### config.mk
export PLATFORM = sky130hd
export DESIGN_NAME = jogador_automatico
export DESIGN_NICKNAME = d
export VERILOG_FILES = /design/src/rtl/jogador_automatico.sv
export SDC_FILE = /design/constraint.sdc
export NUM_CORES = 1
export LEC_CHECK = 0
export BUFFER_PORTS_ARGS = -buffer_cell sky130_fd_sc_hd__buf_4
export CORE_ASPECT_RATIO = 1.4
export CORE_MARGIN = 2
export CORE_UTILIZATION = 45
export CTS_CLUSTER_DIAMETER = 150
export DETAILED_ROUTE_END_ITERATION = 6
export PLACE_DENSITY = 0.65
export RECOVER_POWER = 100
export SETUP_SLACK_MARGIN = 0.1
export SLEW_MARGIN = 40
export SYNTH_ARGS = -nofsm -noshare
export SYNTH_HDL_FRONTEND = slang
export SYNTH_SLANG_ARGS = --single-unit
### constraint.sdc
create_clock -name clock -period 5.4 [get_ports clock]
set_clock_uncertainty 0.2 [all_clocks]
set_input_delay 0.54 -clock clock [delete_from_list [all_inputs] [get_ports clock]]
set_output_delay 0.54 -clock clock [all_outputs]
set_load 0.02 [all_outputs]
### src/rtl/jogador_automatico.sv
// Automatic player for the memory game: learns each round's sequence from the LEDs and replays it as timed button presses.
// Define JOGADOR_ERRO_EN to corrupt play ERR_JOGADA of round ERR_RODADA (rotated left by one bit) for negative testing.
module jogador_automatico #(
  parameter int HOLD       = 10,
  parameter int GAP        = 10,
  parameter int QUIET      = 20,
  parameter int START_LEN  = 5,
  parameter int DEPTH      = 16,
  parameter int ERR_RODADA = 3,
  parameter int ERR_JOGADA = 2
) (
  input  logic       clock,
  input  logic       reset,
  input  logic       comecar,
  input  logic [3:0] leds,
  input  logic       pronto,
  input  logic       ganhou,
  input  logic       perdeu,
  output logic       iniciar,
  output logic [3:0] botoes,
  output logic       ocupado,
  output logic [3:0] rodada,
  output logic       estouro,
  output logic [2:0] db_estado
);

  localparam int AW   = $clog2(DEPTH);
  localparam int CW   = AW + 1;
  localparam int TMAX = (((HOLD > GAP) ? HOLD : GAP) > START_LEN) ? ((HOLD > GAP) ? HOLD : GAP) : START_LEN;
  localparam int TW   = $clog2(TMAX + 1);
  localparam int QW   = $clog2(QUIET + 1);

  localparam logic [TW-1:0] HOLD_M1  = TW'(HOLD - 1);
  localparam logic [TW-1:0] GAP_M1   = TW'(GAP - 1);
  localparam logic [TW-1:0] START_M1 = TW'(START_LEN - 1);
  localparam logic [QW-1:0] QUIET_C  = QW'(QUIET);
  localparam logic [CW-1:0] DEPTH_C  = CW'(DEPTH);

  if (HOLD < 1 || GAP < 1 || QUIET < 1 || START_LEN < 1 || DEPTH < 2 ||
      (DEPTH & (DEPTH - 1)) != 0 || ERR_RODADA < 1 || ERR_JOGADA < 1) begin : g_bad_params
    $error("jogador_automatico: invalid parameter set");
  end

  typedef enum logic [2:0] {
    OCIOSO    = 3'd0,
    INICIA    = 3'd1,
    ESCUTA    = 3'd2,
    PRESSIONA = 3'd3,
    SOLTA     = 3'd4,
    FIM       = 3'd5
  } estado_t;

  estado_t       state_q, state_d;
  logic [3:0]    leds_q, leds_prev_q;
  logic [CW-1:0] count_q, count_d;
  logic [CW-1:0] idx_q, idx_d;
  logic [QW-1:0] quiet_q, quiet_d;
  logic [TW-1:0] timer_q, timer_d;
  logic [3:0]    rodada_q, rodada_d;
  logic          estouro_q, estouro_d;
  logic          iniciar_q, iniciar_d;
  logic          ocupado_q, ocupado_d;
  logic [3:0]    botoes_q, botoes_d;
  logic [3:0]    press_val;
  logic          wr_en;
  logic          game_end;
  logic [3:0]    mem [DEPTH];

  assign game_end = pronto | ganhou | perdeu;

  // NOTE: every variable gets its hold value first so no path through the case can infer a latch.
  always_comb begin
    state_d   = state_q;
    count_d   = count_q;
    idx_d     = idx_q;
    quiet_d   = quiet_q;
    timer_d   = timer_q;
    rodada_d  = rodada_q;
    estouro_d = estouro_q;
    wr_en     = 1'b0;

    unique case (state_q)
      OCIOSO: begin
        if (comecar) begin
          state_d   = INICIA;
          rodada_d  = '0;
          estouro_d = 1'b0;
          count_d   = '0;
          quiet_d   = '0;
          timer_d   = '0;
        end
      end
      INICIA: begin
        if (timer_q == START_M1) begin
          state_d = ESCUTA;
          timer_d = '0;
        end else begin
          timer_d = timer_q + TW'(1);
        end
      end
      ESCUTA: begin
        // A capture is the registered display going from dark to lit.
        if (leds_q != '0 && leds_prev_q == '0) begin
          if (count_q == DEPTH_C) begin
            estouro_d = 1'b1;
          end else begin
            wr_en   = 1'b1;
            count_d = count_q + CW'(1);
          end
        end
        if (leds_q != '0) begin
          quiet_d = '0;
        end else if (count_q != '0 && quiet_q != QUIET_C) begin
          quiet_d = quiet_q + QW'(1);
        end
        if (quiet_q == QUIET_C) begin
          state_d = PRESSIONA;
          idx_d   = '0;
          timer_d = '0;
          if (rodada_q != 4'hF) rodada_d = rodada_q + 4'd1;
        end
      end
      PRESSIONA: begin
        if (timer_q == HOLD_M1) begin
          state_d = SOLTA;
          timer_d = '0;
        end else begin
          timer_d = timer_q + TW'(1);
        end
      end
      SOLTA: begin
        if (timer_q == GAP_M1) begin
          timer_d = '0;
          idx_d   = idx_q + CW'(1);
          if (idx_q + CW'(1) == count_q) begin
            state_d = ESCUTA;
            count_d = '0;
            quiet_d = '0;
          end else begin
            state_d = PRESSIONA;
          end
        end else begin
          timer_d = timer_q + TW'(1);
        end
      end
      FIM: begin
        if (!comecar) state_d = OCIOSO;
      end
      default: state_d = OCIOSO;
    endcase

    if (game_end && (state_q == ESCUTA || state_q == PRESSIONA || state_q == SOLTA)) begin
      state_d = FIM;
    end
  end

  // Outputs are the decoded next state, registered; memory and round are stable for a whole press.
  always_comb begin
    press_val = mem[idx_d[AW-1:0]];
`ifdef JOGADOR_ERRO_EN
    if (rodada_d == 4'(ERR_RODADA) && idx_d == CW'(ERR_JOGADA - 1)) begin
      press_val = {press_val[2:0], press_val[3]};
    end
`endif
    botoes_d  = (state_d == PRESSIONA) ? press_val : 4'b0000;
    iniciar_d = (state_d == INICIA);
    ocupado_d = (state_d != OCIOSO);
  end

  // NOTE: sequential state uses non-blocking assignments so every register samples pre-edge values.
  always_ff @(posedge clock or negedge reset) begin
    if (!reset) begin
      state_q     <= OCIOSO;
      leds_q      <= '0;
      leds_prev_q <= '0;
      count_q     <= '0;
      idx_q       <= '0;
      quiet_q     <= '0;
      timer_q     <= '0;
      rodada_q    <= '0;
      estouro_q   <= 1'b0;
      iniciar_q   <= 1'b0;
      ocupado_q   <= 1'b0;
      botoes_q    <= '0;
    end else begin
      state_q     <= state_d;
      leds_q      <= leds;
      leds_prev_q <= leds_q;
      count_q     <= count_d;
      idx_q       <= idx_d;
      quiet_q     <= quiet_d;
      timer_q     <= timer_d;
      rodada_q    <= rodada_d;
      estouro_q   <= estouro_d;
      iniciar_q   <= iniciar_d;
      ocupado_q   <= ocupado_d;
      botoes_q    <= botoes_d;
    end
  end

  // NOTE: the sequence memory is not reset; each entry is written before it is replayed.
  always_ff @(posedge clock) begin
    if (wr_en) mem[count_q[AW-1:0]] <= leds_q;
  end

  assign iniciar   = iniciar_q;
  assign botoes    = botoes_q;
  assign ocupado   = ocupado_q;
  assign rodada    = rodada_q;
  assign estouro   = estouro_q;
  assign db_estado = state_q;

endmodule
==> impl_metrics.json, run 1 <==
{
  "outcome": "finished, violations left",
  "violations": "capacitance limit, slew limit",
  "post-route-min-period_ns": 3.94,
  "grt_first_pass_wirelength_um": 16800,
  "multi_input_area_um2": 1770,
  "cts_tree": "yes",
  "synth-compound-area-share_pct": 10.8,
  "grt_overflow_total": 0,
  "grt_max_degree": 42,
  "num_vias": 3090,
  "top_layer_used": "met4",
  "hold_violations": 0,
  "synth-xor-area-share_pct": 1.42,
  "synthArstFlopShare_pct": 39.0,
  "globalRouteTotalUtil_pct": 19.0,
  "yosysWarningCount": 0,
  "drt-met1-wl_um": 4410,
  "synth-main-ff-cell": "edfxtp_1",
  "relSlewSlack_pct": -49.2,
  "fmax_mhz": 254,
  "fin_crit_sh_pct": 72.9,
  "insertedDiodeCount": 0,
  "clk_pin_slew_ns": 0.07,
  "start_util_pct": 45.8,
  "rows": 45,
  "routabilityCongestion": 0.840,
  "syn-num-nets": 397,
  "syn_to_final_growth_pct": 9.45,
  "wl_um": 10300,
  "vias_per_cell": 5.69,
  "clockBufferDepth": 2,
  "cap_violations": 1,
  "fillers": 959,
  "dieWidth_um": 92.4,
  "crit_fanout": 18,
  "place_area_um2": 5180,
  "post_cts_resized": 0,
  "portBuffers": 23,
  "ir_drop_mv": 0.242,
  "syn_area_um2": 4920,
  "drc": 0,
  "yosysSeqAreaShare_pct": 59.9,
  "reg2reg_from": "db_estado[2]",
  "finalSetupViolations": 0,
  "clk_latency_ns": 0.35,
  "post_cts.repair.setup_buffers": 0,
  "io_pins": 24,
  "worst_ep_required_time_ns": 5.43,
  "syn_inst": 376,
  "cts-root-buf": "clkbuf_16",
  "final_area_um2": 5390,
  "synth_top_family_by_area": "simple AND/OR/NAND/NOR gates",
  "synthMuxAreaShare_pct": 7.57,
  "first_iter_violations": 124,
  "tightest_slew_ns": 2.24,
  "tns_ns": 0,
  "wl_met3_um": 322,
  "yosys.area_share.adder_pct": 2.79,
  "htree_levels": 3,
  "area.sequential_um2": 2950,
  "fin_nets": 418,
  "hp-start": "leds[2]",
  "rsz0062_at_grt": "no",
  "synth_simple_gate_area_share_pct": 14.0,
  "layout-drive-gt1-share_pct": 12.4,
  "wl_per_cell_um": 18.9,
  "p_per_area_nw_per_um2": 365,
  "antenna_left": 0,
  "grt_pass1_vias": 3195,
  "cts.sinks": 105,
  "antenna_found_initial": 0,
  "cts_made_buffers": 9,
  "hpwlAfterDp_um": 7280,
  "synth_edf_count": 64,
  "startpoint_type": "flip-flop",
  "synth_seq_cells": 105,
  "p_leak_uw": 0.00198,
  "synth_area_per_cell_um2": 13.1,
  "dr.pass1.iters": 4,
  "dieArea_um2": 11800,
  "worstSetupPathType": "flip-flop to flip-flop",
  "slew_violations": 42,
  "cp-end-kind": "flip-flop",
  "route.met2.wl_um": 5240,
  "design.core.area_um2": 10800,
  "critical_path.startpoint": "db_estado[2]",
  "critPathArrivalTime_ns": 3.97,
  "die_h_um": 128,
  "hold_path.class": "input pin to flip-flop",
  "synthDistinctLibCells": 74
}
## flip-flops by register name, summed over array words and instances (netlist names)
name,cells
idx_q,5
iniciar,1
quiet_q,5
estouro,1
leds_q,4
leds_prev_q,4
timer_q,4
ocupado,1
rodada,4
mem,64
count_q,5
botoes,4
db_estado,3
## what timing repair did
item / CTS / global route
setup endpoints to repair: 0 / 0
hold buffers: 1 / 0
endpoints found under the hold margin: 30 / 0
## per-layer routing
| layer | vias up | global-route usage, % |
|---|---|---|
| met1 | 1542 | 23.5 |
| li1 | 1464 | - |
| met5 | - | 0 |
| met2 | 65 | 32.4 |
| met3 | 19 | 2.18 |
| met4 | 0 | 10.4 |
## path summary, 6_finish.rpt
check                             end  slack (ns)  cells past startpoint
setup / recovery            botoes[0]        1.46                      7
hold / removal              leds_q[2]        0.11                      1
setup reg to reg            botoes[0]        1.46                      7
hold reg to reg               estouro        0.33                      2
max in group asynchronous  timer_q[3]        2.52                      2
min in group asynchronous  quiet_q[3]        1.20                      2
## power by group
group / internal (uW) / switching, uW
Clock: 322 / 303
Combinational: 130 / 205
Sequential: 903 / 103
## kinds of logic after synthesis
logic type,after synthesis
and+or+nand+nor,124
adders and majority gates,11
buffers and inverters,34
AOI/OAI and AO/OA,69
xor gates and xnor gates,8
DFF,105
muxes,25
## Yosys cell counts, drive strengths merged (3+ instances only)
cell	count	area share [%]
buf	11	1.7
nand2b	8	1.2
nor2b	3	0.43
clkbuf	3	0.30
inv	20	1.6
nand2	39	3.0
mux2i	14	2.8
a21oi	6	0.61
a221o	4	0.84
o21ai	10	1.0
mux4	9	4.3
nor3	13	1.7
o2bb2ai	5	0.89
nor2	27	2.1
nor3b	5	1.4
o211ai	4	0.61
edfxtp	64	39
nand3b	3	0.71
dfrtp	41	21
ha	11	2.8
a22oi	6	1.0
nand3	9	0.91
nor4	3	0.38
or3	4	0.53
a32o	3	0.64
a31oi	10	1.3
xor2	6	1.1
## per-stage QoR
stage	instances	util [%]	hold slack, ns	power (uW)	setup slack [ns]
after floorplan	376	-	0.0444	1290	2.62
after global placement	526	48.1	0.307	1390	2.30
after detailed placement	526	48.2	0.314	1400	2.22
after CTS	543	51.0	0.0839	2020	2.18
after global routing	543	50.1	0.106	2060	1.09
final	543	50.1	0.115	1970	1.46
## area by class of cell
cell class / instances / share of cell area, %
Clock inverter: 7 / 1.18
Clock buffer: 9 / 4.18
Timing Repair Buffer: 24 / 2.34
Inverter: 20 / 1.42
Multi-Input combinational cell: 237 / 32.9
Tap cell: 141 / 3.27
Sequential cell: 105 / 54.7
## cell usage in the layout, fill, tap and decap left out, types with 3 or more instances in the layout
master / instances
inv_6: 3
nor4_1: 3
clkbuf_16: 9
nand3_1: 9
mux4_2: 7
a31oi_1: 10
or3_1: 3
a22oi_1: 6
inv_1: 18
nor3b_2: 3
o211ai_1: 4
clkbuf_4: 4
o21ai_0: 10
nand2_1: 39
nor2_1: 27
ha_1: 11
xor2_1: 6
buf_4: 4
clkbuf_1: 15
dfrtp_1: 41
a221o_1: 3
edfxtp_1: 64
nor3_1: 12
o2bb2ai_1: 5
a21oi_1: 6
nand2b_1: 7
mux2i_1: 14
## critical path: stages (launching register included)
cell and delay [ns]:
dfrtp_1 0.71, nand2b_4 0.13, nor3_4 0.32, a221o_2 0.41
clkinvlp_2 0.80, mux4_2 0.80, o2bb2ai_1 0.15, a221o_1 0.31
Note: power is estimated with default switching activity, not from simulation.
==> run 2: changes to the inputs <==
==> constraint.sdc (replaced) <==
create_clock -name clock -period 4 [get_ports clock]
set_clock_uncertainty 0.2 [all_clocks]
set_input_delay 0.4 -clock clock [delete_from_list [all_inputs] [get_ports clock]]
set_output_delay 0.4 -clock clock [all_outputs]
set_load 0.02 [all_outputs]
==> impl_metrics.json, run 2 (synthesis results as in run 1) <==
{
  "outcome": "finished, violations left",
  "violations": "capacitance limit, slew limit",
  "fmax_mhz": 291,
  "hold_violations": 0,
  "setup_ws_ns": 0.566,
  "cts.sinks": 105,
  "cts-root-buf": "clkbuf_16",
  "design.core.area_um2": 10800,
  "worst_ep_required_time_ns": 4.03,
  "cp-end-kind": "flip-flop",
  "layout-drive-gt1-share_pct": 11.2,
  "mostFrequentLayoutCell": "edfxtp_1",
  "place_ws_ns": 0.814,
  "grt_overflow_total": 0,
  "crit_fanout": 8,
  "startpoint_type": "flip-flop",
  "critPathArrivalTime_ns": 3.47,
  "io_pins": 24,
  "grt_pass1_vias": 3224,
  "hold_path.class": "input pin to flip-flop",
  "slew_violations": 42,
  "clk_pin_slew_ns": 0.07,
  "post_cts.repair.setup_buffers": 0,
  "clk_latency_ns": 0.35,
  "ff2ff_setup_slack_ns": 0.57,
  "holdWs_ns": 0.117,
  "ir_drop_mv": 0.301,
  "first_iter_violations": 181,
  "layout_common_cells": "64 x edfxtp_1, 41 x dfrtp_1, 39 x nand2_1",
  "largest_reg_flops": 64,
  "grt_max_degree": 42,
  "portBuffers": 23,
  "p_leak_uw": 0.00201,
  "antenna_left": 0,
  "hpwlAfterDp_um": 7320,
  "drc": 0,
  "tns_ns": 0,
  "num_vias": 3140,
  "start_util_pct": 45.8,
  "finalSetupViolations": 0,
  "relSlewSlack_pct": -49.0,
  "antenna_found_initial": 0,
  "cap_violations": 1,
  "wl_um": 10400,
  "cts_made_buffers": 9,
  "worstSetupPathType": "flip-flop to flip-flop",
  "dr.pass1.iters": 4,
  "insertedDiodeCount": 0,
  "htree_levels": 3,
  "dieWidth_um": 92.4,
  "die_h_um": 128,
  "tightest_slew_ns": 2.23,
  "fin_nets": 426,
  "dieArea_um2": 11800,
  "cts_tree": "yes",
  "rsz0062_at_grt": "no",
  "wl_per_cell_um": 18.9,
  "fin_crit_sh_pct": 85.9,
  "vias_per_cell": 5.70,
  "globalRouteTotalUtil_pct": 19.1,
  "p_per_area_nw_per_um2": 493,
  "grt_first_pass_wirelength_um": 17000,
  "clockBufferDepth": 2,
  "rows": 45,
  "post-route-min-period_ns": 3.43,
  "routabilityCongestion": 0.833,
  "syn_to_final_growth_pct": 10.4
}
## run 2: worst paths after layout
kind,to,cells past startpoint,from
worst max-delay path,quiet_q[3],8,idx_q[0]
worst min-delay path,db_estado[0],3,perdeu
worst max register to register,quiet_q[3],8,idx_q[0]
worst min register to register,rodada[0],1,rodada[0]
max in group asynchronous,db_estado[1],2,reset
min in group asynchronous,leds_q[3],2,reset
## run 2: area by class of cell
class	count	area, um2
clock inverters	7	70.1
well taps	141	176
repair buffers	32	185
multi-input cells	237	1750
clock buffers	9	225
inverters	20	77.6
flip-flops and latches	105	2950
fillers	961	5320
## run 2: routing by layer
metal / routed length (um) / GRT usage [%] / up-vias
li1: - / - / 1480
met1: 4280 / 22.9 / 1550
met2: 5310 / 32.8 / 90
met3: 437 / 3.29 / 20
met4: 366 / 10.2 / 0
met5: 0 / 0 / -
## run 2: worst max-delay path, stage by stage, from the launching register on
cell and delay (ns):
dfrtp_1 0.45, ha_1 0.39, xor2_1 0.19, nor3_1 0.19, mux2i_1 0.12, o41a_1 0.38
nor3_1 0.69, o21ai_0 0.47, o2bb2ai_1 0.24
## run 2: timing repair
action / in CTS / in global routing
endpoints found under the setup margin: 0 / 0
hold buffers: 5 / 0
hold endpoints to repair: 45 / 0
resized for setup: 0 / 0
## run 2: power breakdown
part / internal (uW) / switching [uW] / leakage [uW] / total, uW
logic: 178 / 288 / 0.000751 / 466
clock network: 440 / 424 / 0.000147 / 864
registers: 1220 / 132 / 0.00111 / 1350
total: 1840 / 844 / 0.00201 / 2680
## run 2: stage by stage
step | total power [uW] | instances | utilization [%] | cell area, um2
detailed placement | 1890 | 530 | 48.5 | 5210
global route | 2800 | 551 | 50.6 | 5440
CTS | 2750 | 551 | 51.7 | 5560
floorplan | 1740 | 376 | - | 4920
global placement | 1880 | 530 | 48.4 | 5210
finish | 2680 | 551 | 50.6 | 5440
